### src/rtl/mig_app_arbiter_if.sv
// MIG 7-series user (app) port: command, write-data and read-return channels.
// The arbiter is the master; the MIG core (or a bench model of it) is the slave.
interface mig_app_arbiter_if #(
   parameter int APP_ADDR_WIDTH = 29,
   parameter int APP_DATA_WIDTH = 256,
   parameter int APP_MASK_WIDTH = 32
);
   logic                      app_en;
   logic [2:0]                app_cmd;
   logic [APP_ADDR_WIDTH-1:0] app_addr;
   logic [APP_DATA_WIDTH-1:0] app_wdf_data;
   logic [APP_MASK_WIDTH-1:0] app_wdf_mask;
   logic                      app_wdf_wren;
   logic                      app_wdf_end;
   logic                      app_rdy;
   logic                      app_wdf_rdy;
   logic [APP_DATA_WIDTH-1:0] app_rd_data;
   logic                      app_rd_data_valid;

   modport master (
      output app_en, app_cmd, app_addr, app_wdf_data, app_wdf_mask,
             app_wdf_wren, app_wdf_end,
      input  app_rdy, app_wdf_rdy, app_rd_data, app_rd_data_valid
   );

   modport slave (
      input  app_en, app_cmd, app_addr, app_wdf_data, app_wdf_mask,
             app_wdf_wren, app_wdf_end,
      output app_rdy, app_wdf_rdy, app_rd_data, app_rd_data_valid
   );
endinterface

### src/rtl/mig_app_arbiter.sv
// Two-client round-robin arbiter for the MIG 7-series app port. An in-order
// tag FIFO of client ids steers each returning read beat to its issuer.
module mig_app_arbiter #(
   parameter int APP_ADDR_WIDTH = 29,
   parameter int APP_DATA_WIDTH = 256,
   parameter int APP_MASK_WIDTH = 32,
   parameter int RD_FIFO_DEPTH  = 8
) (
   input  logic                          clk,
   input  logic                          rst,
   input  logic                          calib_done,
   input  logic                          c0_req,
   input  logic [2:0]                    c0_cmd,
   input  logic [APP_ADDR_WIDTH-1:0]     c0_addr,
   input  logic [APP_DATA_WIDTH-1:0]     c0_wdata,
   input  logic [APP_MASK_WIDTH-1:0]     c0_wmask,
   input  logic                          c1_req,
   input  logic [2:0]                    c1_cmd,
   input  logic [APP_ADDR_WIDTH-1:0]     c1_addr,
   input  logic [APP_DATA_WIDTH-1:0]     c1_wdata,
   input  logic [APP_MASK_WIDTH-1:0]     c1_wmask,
   output logic                          c0_gnt,
   output logic                          c1_gnt,
   output logic                          c0_rvalid,
   output logic                          c1_rvalid,
   output logic [APP_DATA_WIDTH-1:0]     rdata,
   mig_app_arbiter_if.master             app,
   output logic [$clog2(RD_FIFO_DEPTH):0] rd_outstanding,
   output logic                          rd_underflow
);
   localparam int PTR_W = $clog2(RD_FIFO_DEPTH);
   localparam logic [PTR_W:0] DEPTH = (PTR_W+1)'(RD_FIFO_DEPTH);

   localparam logic [1:0] WAIT_CAL = 2'd0;
   localparam logic [1:0] ARB      = 2'd1;
   localparam logic [1:0] ISSUE    = 2'd2;

   logic [1:0]                state;
   logic                      last;
   logic                      cur;
   logic [RD_FIFO_DEPTH-1:0]  tag_mem;
   logic [PTR_W-1:0]          wr_ptr;
   logic [PTR_W-1:0]          rd_ptr;

   logic                      rd_ok;
   logic                      c0_el;
   logic                      c1_el;
   logic                      win_vld;
   logic                      win;
   logic                      win_wr;
   logic [2:0]                sel_cmd;
   logic [APP_ADDR_WIDTH-1:0] sel_addr;
   logic [APP_DATA_WIDTH-1:0] sel_wdata;
   logic [APP_MASK_WIDTH-1:0] sel_wmask;
   logic                      push;
   logic                      pop;

   // Writes never occupy a tag slot, so only reads are held back by a full FIFO.
   always_comb begin
      rd_ok     = (rd_outstanding < DEPTH);
      c0_el     = c0_req & ((c0_cmd == 3'b000) | rd_ok);
      c1_el     = c1_req & ((c1_cmd == 3'b000) | rd_ok);
      win_vld   = c0_el | c1_el;
      win       = (c0_el & c1_el) ? ~last : c1_el;
      sel_cmd   = win ? c1_cmd   : c0_cmd;
      sel_addr  = win ? c1_addr  : c0_addr;
      sel_wdata = win ? c1_wdata : c0_wdata;
      sel_wmask = win ? c1_wmask : c0_wmask;
      win_wr    = (sel_cmd == 3'b000);
   end

   always_ff @(posedge clk or posedge rst) begin
      if (rst) begin
         state            <= WAIT_CAL;
         last             <= 1'b1;
         cur              <= 1'b0;
         c0_gnt           <= 1'b0;
         c1_gnt           <= 1'b0;
         app.app_en       <= 1'b0;
         app.app_cmd      <= 3'b000;
         app.app_addr     <= '0;
         app.app_wdf_data <= '0;
         app.app_wdf_mask <= '0;
         app.app_wdf_wren <= 1'b0;
      end else begin
         c0_gnt <= 1'b0;
         c1_gnt <= 1'b0;
         if (app.app_en && app.app_rdy)
            app.app_en <= 1'b0;
         if (app.app_wdf_wren && app.app_wdf_rdy)
            app.app_wdf_wren <= 1'b0;
         case (state)
            WAIT_CAL: if (calib_done) state <= ARB;
            ARB: begin
               if (!calib_done) begin
                  state <= WAIT_CAL;
               end else if (win_vld) begin
                  // Non-write codes are issued to MIG as a plain read.
                  app.app_cmd      <= win_wr ? 3'b000 : 3'b001;
                  app.app_addr     <= sel_addr;
                  app.app_wdf_data <= sel_wdata;
                  app.app_wdf_mask <= sel_wmask;
                  app.app_en       <= 1'b1;
                  app.app_wdf_wren <= win_wr;
                  c0_gnt           <= ~win;
                  c1_gnt           <= win;
                  last             <= win;
                  cur              <= win;
                  state            <= ISSUE;
               end
            end
            ISSUE: begin
               // Both handshakes are judged on their registered values.
               if (!app.app_en && !app.app_wdf_wren)
                  state <= calib_done ? ARB : WAIT_CAL;
            end
            default: state <= WAIT_CAL;
         endcase
      end
   end

   assign app.app_wdf_end = app.app_wdf_wren;

   assign push = app.app_en & app.app_rdy & (app.app_cmd != 3'b000);
   assign pop  = app.app_rd_data_valid & (rd_outstanding != '0);

   always_ff @(posedge clk or posedge rst) begin
      if (rst) begin
         tag_mem        <= '0;
         wr_ptr         <= '0;
         rd_ptr         <= '0;
         rd_outstanding <= '0;
         rd_underflow   <= 1'b0;
         c0_rvalid      <= 1'b0;
         c1_rvalid      <= 1'b0;
         rdata          <= '0;
      end else begin
         if (push) begin
            tag_mem[wr_ptr] <= cur;
            wr_ptr          <= wr_ptr + 1'b1;
         end
         if (pop)
            rd_ptr <= rd_ptr + 1'b1;
         case ({push, pop})
            2'b10:   rd_outstanding <= rd_outstanding + 1'b1;
            2'b01:   rd_outstanding <= rd_outstanding - 1'b1;
            default: rd_outstanding <= rd_outstanding;
         endcase
         // A beat with no tag to pair with is dropped and flagged until reset.
         if (app.app_rd_data_valid && rd_outstanding == '0)
            rd_underflow <= 1'b1;
         c0_rvalid <= pop & ~tag_mem[rd_ptr];
         c1_rvalid <= pop &  tag_mem[rd_ptr];
         if (pop)
            rdata <= app.app_rd_data;
      end
   end
endmodule

### src/flat_wrapper.sv
// flat-port wrapper written by rule: the top's interface ports become plain ports
module mig_app_arbiter_flat 
#(
   parameter int APP_ADDR_WIDTH = 29,
   parameter int APP_DATA_WIDTH = 256,
   parameter int APP_MASK_WIDTH = 32,
   parameter int RD_FIFO_DEPTH  = 8
)
  (clk, rst, calib_done, c0_req, c0_cmd, c0_addr, c0_wdata, c0_wmask, c1_req, c1_cmd, c1_addr, c1_wdata, c1_wmask, c0_gnt, c1_gnt, c0_rvalid, c1_rvalid, rdata, rd_outstanding, rd_underflow, app_app_en, app_app_cmd, app_app_addr, app_app_wdf_data, app_app_wdf_mask, app_app_wdf_wren, app_app_wdf_end, app_app_rdy, app_app_wdf_rdy, app_app_rd_data, app_app_rd_data_valid);
  mig_app_arbiter_if #(.APP_ADDR_WIDTH(APP_ADDR_WIDTH), .APP_DATA_WIDTH(APP_DATA_WIDTH), .APP_MASK_WIDTH(APP_MASK_WIDTH)) app_i ();
  input  logic clk;
  input  logic rst;
  input  logic calib_done;
  input  logic c0_req;
  input  logic [2:0] c0_cmd;
  input  logic [APP_ADDR_WIDTH-1:0] c0_addr;
  input  logic [APP_DATA_WIDTH-1:0] c0_wdata;
  input  logic [APP_MASK_WIDTH-1:0] c0_wmask;
  input  logic c1_req;
  input  logic [2:0] c1_cmd;
  input  logic [APP_ADDR_WIDTH-1:0] c1_addr;
  input  logic [APP_DATA_WIDTH-1:0] c1_wdata;
  input  logic [APP_MASK_WIDTH-1:0] c1_wmask;
  output logic c0_gnt;
  output logic c1_gnt;
  output logic c0_rvalid;
  output logic c1_rvalid;
  output logic [APP_DATA_WIDTH-1:0] rdata;
  output logic [$clog2(RD_FIFO_DEPTH):0] rd_outstanding;
  output logic rd_underflow;
  output wire logic [$bits(app_i.app_en)-1:0] app_app_en;
  output wire logic [$bits(app_i.app_cmd)-1:0] app_app_cmd;
  output wire logic [$bits(app_i.app_addr)-1:0] app_app_addr;
  output wire logic [$bits(app_i.app_wdf_data)-1:0] app_app_wdf_data;
  output wire logic [$bits(app_i.app_wdf_mask)-1:0] app_app_wdf_mask;
  output wire logic [$bits(app_i.app_wdf_wren)-1:0] app_app_wdf_wren;
  output wire logic [$bits(app_i.app_wdf_end)-1:0] app_app_wdf_end;
  input wire logic [$bits(app_i.app_rdy)-1:0] app_app_rdy;
  input wire logic [$bits(app_i.app_wdf_rdy)-1:0] app_app_wdf_rdy;
  input wire logic [$bits(app_i.app_rd_data)-1:0] app_app_rd_data;
  input wire logic [$bits(app_i.app_rd_data_valid)-1:0] app_app_rd_data_valid;
  assign app_app_en = app_i.app_en;
  assign app_app_cmd = app_i.app_cmd;
  assign app_app_addr = app_i.app_addr;
  assign app_app_wdf_data = app_i.app_wdf_data;
  assign app_app_wdf_mask = app_i.app_wdf_mask;
  assign app_app_wdf_wren = app_i.app_wdf_wren;
  assign app_app_wdf_end = app_i.app_wdf_end;
  assign app_i.app_rdy = app_app_rdy;
  assign app_i.app_wdf_rdy = app_app_wdf_rdy;
  assign app_i.app_rd_data = app_app_rd_data;
  assign app_i.app_rd_data_valid = app_app_rd_data_valid;
  mig_app_arbiter #(.APP_ADDR_WIDTH(APP_ADDR_WIDTH), .APP_DATA_WIDTH(APP_DATA_WIDTH), .APP_MASK_WIDTH(APP_MASK_WIDTH), .RD_FIFO_DEPTH(RD_FIFO_DEPTH)) u_core (.clk(clk), .rst(rst), .calib_done(calib_done), .c0_req(c0_req), .c0_cmd(c0_cmd), .c0_addr(c0_addr), .c0_wdata(c0_wdata), .c0_wmask(c0_wmask), .c1_req(c1_req), .c1_cmd(c1_cmd), .c1_addr(c1_addr), .c1_wdata(c1_wdata), .c1_wmask(c1_wmask), .c0_gnt(c0_gnt), .c1_gnt(c1_gnt), .c0_rvalid(c0_rvalid), .c1_rvalid(c1_rvalid), .rdata(rdata), .app(app_i), .rd_outstanding(rd_outstanding), .rd_underflow(rd_underflow));
endmodule
### config.mk
export PLATFORM = sky130hd
export DESIGN_NAME = mig_app_arbiter_flat
export DESIGN_NICKNAME = d
export VERILOG_FILES = /design/src/rtl/mig_app_arbiter_if.sv /design/src/rtl/mig_app_arbiter.sv /design/src/flat_wrapper.sv
export SDC_FILE = /design/constraint.sdc
export NUM_CORES = 1
export LEC_CHECK = 0
export CORE_AREA = 2 2 576 578
export CTS_CLUSTER_SIZE = 30
export DETAILED_ROUTE_END_ITERATION = 8
export DIE_AREA = 0 0 578 580
export DONT_BUFFER_PORTS = 1
export PLACE_DENSITY = 0.3
export RECOVER_POWER = 25
export SETUP_SLACK_MARGIN = 0.05
export SLEW_MARGIN = 20
export SYNTH_ARGS = -nofsm -noshare
export SYNTH_HDL_FRONTEND = slang
export SYNTH_SLANG_ARGS = --single-unit
export TNS_END_PERCENT = 1
### constraint.sdc
create_clock -name clk -period 22.5 [get_ports clk]
set_clock_uncertainty 0.1 [all_clocks]
set_input_delay 5.625 -clock clk [delete_from_list [all_inputs] [get_ports clk]]
set_output_delay 5.625 -clock clk [all_outputs]
set_load 0.03 [all_outputs]
## Yosys cells after proc, flatten, opt, wreduce, memory -nomap -nowiden

Index checks and enable logic that the tools add are counted.

| operators by class | value |
|---|---|
| add/subtract/negate cells | 4 |
| $lt $le $gt $ge | 4 |
| equality and inequality tests | 7 |
| muxes and demuxes | 32 |
| bitwise operators | 14 |
| reduce and logical (&&, ||, !) cells | 17 |

Operators with widths:

| operator | number |
|---|---|
| $mux W256 | 1 |
| $mux W32 | 1 |
| $mux W29 | 1 |
| $mux W1 | 19 |
| $logic_not A3 Y1 | 3 |
| $and A1 B1 Y1 | 8 |
| $bwmux W8 | 1 |
| $lt A3 B4 Y1 const B | 2 |
| $mux W2 | 4 |
| $pmux W4 S2 | 1 |
| $add A3 B1 Y3 const B | 2 |
| $pmux W2 S3 | 1 |
| $reduce_and A3 Y1 | 2 |
| $logic_and A1 B1 Y1 | 5 |
| $add A4 B1 Y4 const B | 1 |
| $eq A2 B1 Y1 const B | 2 |
| $eq A2 B2 Y1 const B | 2 |
| $logic_not A4 Y1 | 1 |
| $lt A4 B4 Y1 const B | 1 |
| $reduce_bool A4 Y1 | 1 |
| $sub A4 B1 Y4 const B | 1 |
| $bmux W1 S3 | 1 |
| $demux W1 S3 | 1 |
| $ge A3 B1 Y1 const B | 1 |
| other kinds (10) | 15 |

| storage, ports and cells | value |
|---|---|
| bits in registers | 605 |
| bits of input ports | 904 |
| output and inout bits | 588 |
| word-level logic and storage cells | 97 |

## Logic depth before layout (Yosys ltp)

| depth | value |
|---|---|
| depth in word-level cells | 10 |
| depth in mapped cells | 11 |
| mapped depth without buffers | 9 |

## Worst setup path before layout

OpenSTA, ideal clock, no wires.

| path | value |
|---|---|
| path type | input port to flip-flop |
| start point | input port app_app_rd_data_valid |
| end point | register u_core.rd_outstanding[3] |
| setup time | 0.127 ns |
| data arrival time | 7.393 ns |
| required time | 22.273 ns |
| path slack | 14.880 ns |
| stages on the path | 10 |
| path buffers | 2 |
| cell sequence | nand2b_1 > buf_2 > inv_2 > clkbuf_1 > ha_1 > ha_1 > a21o_1 > a2111oi_0 > nand4b_1 > nand3_1 |

| on the way | value |
|---|---|
| cells in the longest elaborated chain, start to end | 3 |
| elaborated cells on any way between the ends | 5 |
| those cells by class | eq/ne (2); mux (1); bitwise (1); reduce/logical (1) |

Ends and longest elaborated chain:

| item | line | text |
|---|---|---|
| start: declaration | flat_wrapper.sv:41 | `input wire logic [$bits(app_i.app_rd_data_valid)-1:0] app_app_rd_data_valid;` |
| $and A1 B1 Y1 * | mig_app_arbiter.sv:125 | `assign pop = app.app_rd_data_valid & (rd_outstanding != '0);` |
| via u_core.pop | mig_app_arbiter.sv:56 | `logic pop;` |
| $eq A2 B1 Y1 / $eq A2 B2 Y1 (equally long branches) | mig_app_arbiter.sv:144 | `case ({push, pop})` |
| $pmux W4 S2 / $reduce_bool A2 Y1 (equally long branches) | - |  |
| end signal: assignment | mig_app_arbiter.sv:145 | `2'b10: rd_outstanding <= rd_outstanding + 1'b1;` |
| end signal: assignment | mig_app_arbiter.sv:146 | `2'b01: rd_outstanding <= rd_outstanding - 1'b1;` |
| end signal: assignment | mig_app_arbiter.sv:147 | `default: rd_outstanding <= rd_outstanding;` |
| end: declaration | mig_app_arbiter.sv:28 | `output logic [$clog2(RD_FIFO_DEPTH):0] rd_outstanding,` |

Mark *: on every way through the listed nets, which the timed path passes. The rest lies on a longest branch.
A chain may end at the register's enable or synchronous reset.

==> flow_results.org <==
** Synthesis
- Share of synthesized area occupied by flip-flops and latches :: 60.23%
- Flip-flop and latch count after synthesis :: 603
- Number of cells produced by synthesis :: 2302
- Synth area leader :: sky130_fd_sc_hd__dfrtp_1
- In the synthesized netlist the dominant register cell turns out to be sky130_fd_sc_hd__dfrtp_1.
- Number of enable flip-flop cells after synthesis :: 0
- Area contributors post-synth :: sky130_fd_sc_hd__dfrtp_1, sky130_fd_sc_hd__a221o_1, sky130_fd_sc_hd__nand2_1
- Warning count from the yosys run :: 0
- After synthesis the cells add up to 0.02506 sq mm.
- Average footprint of a synthesized cell :: 10.88 sq um
- After synthesis, the share of flip-flops with an asynchronous set or reset is 100.0%.
- Yosys mapped the design onto 42 distinct sky130hd cell types.
- After synthesis, the largest area contributor takes up 60.12% of total cell area.

** Setup path
- Critical path capture point type :: async pin
- Slack of the worst reg-to-reg path :: 14.92 ns
- Startpoint type of the worst setup path :: primary input
- Setup CP Type :: primary input to async pin
- Arrival time at the worst endpoint :: 10.54 ns
- On the critical path the largest part of the delay comes from buffers and inverters.
- The largest single stage delay on the critical path is 4.07 ns.
- Critical path fanouts, max :: 88
- On the critical path, the stage with the largest delay is an instance of sky130_fd_sc_hd__clkbuf_1.
- At the worst endpoint, the required time is 21.80 ns.
- Together, buffers and inverters on the worst path number 2.
- Worst-path cell chain :: clkinvlp_2 -> clkbuf_1

** CTS
- Clock network latency to the later pin of the worst-skew pair :: 0.80 ns
- Register clock-pin slew on the reported worst setup and hold paths :: 0.07 ns
- Root Buffer Master :: sky130_fd_sc_hd__clkbuf_16
- Total of cells resized after clock tree synthesis :: 0
- TritonCTS built the clock tree.
- Post-CTS Repair Setup Buffers :: 0
- Number of buffers inserted during clock tree synthesis :: 91
- The clock net in this run drives a total of 603 sinks.
- After clock tree synthesis, the flow added hold-fix buffers numbering 0.
- The H-tree was split into 3 levels.
- No sink is reached through more buffers than the 4 on the longest clock path.

** Timing
- For the pin with the worst max-slew slack, the measured transition is 5.922 ns.
- The final critical path takes up 49.93% of the cycle.
- The routed design could run at a clock period as short as 11.24 ns.
- On the final layout, the worst hold slack is 0.4061 ns.
- Based on the critical path, the design can be clocked at up to 89.01 MHz.
- The final count of hold timing violations is 0.
- Setup slack on the critical path of the routed design comes to 11.26 ns.
- Setup violations remaining at the end of the flow were counted as 0.
- Setup repair after global routing left no endpoint under its margin.
- The worst pin sits at a relative slew slack of -294.8%.
- After routing, the total negative slack on setup checks comes to 0 ns.
- Final number of max-transition violations :: 619

** Placed design
- GPL Wtd Cong :: 0.9834
- Number of port buffers :: 0
- Post-Place Setup Slack :: 12.08 ns
- Dpl hpwl :: 201600 um

** Layout
- Most frequent standard cell in the layout excluding fill and tap cells :: sky130_fd_sc_hd__nand2_1
- Ratio of cells with drive above 1 in the final layout :: 8.304%
- Commonest cells after routing, fill and taps aside :: sky130_fd_sc_hd__nand2_1, sky130_fd_sc_hd__dfrtp_1, sky130_fd_sc_hd__a21boi_0, sky130_fd_sc_hd__a221o_1, sky130_fd_sc_hd__clkbuf_16
- Post-synthesis to final-layout area growth :: 32.73%
- Layout net count :: 3144

** Power and ir drop
- VDD sags by at most 59.14 uV.
- The analysis attributes to cell leakage a power of 13.46 nW.
- For this design the total switching power over the nets is 2.813 mW.
- In this run the power density over the cells is 170.2 mW/mm^2.
- Of the total power, the share spent switching nets is 49.69%.
- Sequential cells account for 55.5% of the total power.
- Combinational fraction of design power :: 17.5%
- Pwr Total :: 5.660 mW
- Internal power comes to 2.848 mW.
- The share of total power dissipated in the clock network is 26.9%.

** Hold path
- Hold Crit Class :: flip-flop to flip-flop

** Detailed routing
- The first TritonRoute pass finished after 6 iterations.
- For this block, the routed nets add up to 239200 um of wire.
- Using the TritonRoute via totals, the vias-per-cell ratio works out to 3.090.
- Count of routing violations after the opening detailed-route iteration :: 1708
- Vias after detailed routing :: 20770
- Dividing the detail-routed wire length by the instance count gives 35.58 um.
- In the routed design, unresolved DRC markers number 0.
- Number of nets with antenna violations after detailed routing :: 0

** GRT
- The number of global-route vias before repair was 20630.
- Entering global routing, the biggest net connects 105 pins.
- The initial antenna violation count is 184.
- Wire length of the first global-routing pass :: 289100 um
- Global-route total usage across every layer :: 13.71%
- Global route overflow :: 0

** Floorplanning
- Number of placement rows :: 211
- Die area :: 0.3352 sq mm
- From bottom edge to top edge, the die measures 580 um.
- Horizontal die dimension :: 578 um
- The core region is 0.3292 sq mm.
- Total I/O pin count :: 1492
- Effective utilization at floorplan :: 7.611%

** Run
- Number of max-capacitance violations reported :: 11

** Outcome
- Violated checks :: max-capacitance violations, max-slew violations
- Status :: finished with violations
[routing by layer]
metal	share of wire (%)	GRT usage, %
met5	0.28	0
met2	48	23.13
met1	36	14.85
met4	3.1	3.777
met3	13	7.170
[layout make-up]
| class | count | area [sq um] |
|---|---|---|
| multi-input combinational | 1490 | 9156 |
| timing repair buffer | 41 | 317.8 |
| tap | 4366 | 5463 |
| clock buffer | 123 | 2549 |
| antenna | 56 | 140.1 |
| inverter | 7 | 28.78 |
| clock inverter | 36 | 511.7 |
| sequential | 603 | 15090 |
| fill | 37660 | 296000 |
[Yosys cell counts (4+ instances only)]
cell	number
sky130_fd_sc_hd__xnor2_1	5
sky130_fd_sc_hd__nor3_1	6
sky130_fd_sc_hd__clkbuf_1	129
sky130_fd_sc_hd__nand2_1	778
sky130_fd_sc_hd__mux2_2	9
sky130_fd_sc_hd__buf_2	43
sky130_fd_sc_hd__ha_1	5
sky130_fd_sc_hd__buf_1	28
sky130_fd_sc_hd__nand2b_1	4
sky130_fd_sc_hd__a221o_1	318
sky130_fd_sc_hd__nor2_1	7
sky130_fd_sc_hd__a21boi_0	318
sky130_fd_sc_hd__o21ai_0	4
sky130_fd_sc_hd__inv_1	6
sky130_fd_sc_hd__dfrtp_1	602
sky130_fd_sc_hd__a21o_1	4
[final timing paths]
path / startpoint / to / depth (start not counted)
max: rst / u_core.app.app_wdf_data[60] / 2
min: u_core.rd_ptr[2] / u_core.rd_ptr[2] / 1
max reg2reg: u_core.rd_outstanding[3] / u_core.rdata[5] / 8
min reg2reg: u_core.rd_ptr[2] / u_core.rd_ptr[2] / 1
max in group clk: app_app_rd_data_valid / u_core.rdata[5] / 6
min in group asynchronous: rst / u_core.rdata[130] / 1
[kinds of logic (layout without fill, tap and decap cells)]
family,after synthesis,in the layout,synth area share [%]
AO/OA/AOI/OAI,653,653,22.78
adder cells (fa/ha/maj),6,6,0.3296
AND/OR/NAND/NOR,810,810,12.37
other,1,58,0.01497
buffers and inverters,210,207,3.406
XOR/XNOR,6,6,0.2097
multiplexers,13,13,0.6641
flip-flops,603,603,60.23
[flip-flops by register name (all words and copies together), names as in the netlist, 2 cells and up]
signal,cells
u_core.app.app_wdf_data,256
u_core.state,2
u_core.wr_ptr,3
u_core.app.app_addr,29
u_core.rdata,256
u_core.app.app_wdf_mask,32
u_core.tag_mem,8
u_core.rd_outstanding,4
u_core.rd_ptr,3
[per-stage QoR]
| stage | area [sq um] | utilization [%] | cells |
|---|---|---|---|
| 4_1_cts | 33120 | 10.06 | 6664 |
| 2_1_floorplan | 25060 | - | 2303 |
| 5_1_grt | 33170 | 10.07 | 6686 |
| 3_3_place_gp | 30060 | 9.131 | 6505 |
| 6_report | 33260 | 10.10 | 6722 |
| 3_5_place_dp | 30060 | 9.131 | 6505 |
[power by group through the flow]
stage / clock network, mW / logic, mW / registers, mW
floorplan: 0 / 0.731 / 2.61
global placement: 0 / 0.977 / 3.23
detailed placement: 0 / 0.999 / 3.21
CTS: 1.59 / 0.999 / 3.20
global route: 1.62 / 1.11 / 3.19
finish: 1.52 / 0.991 / 3.14
(Power assumes the default switching activity.)
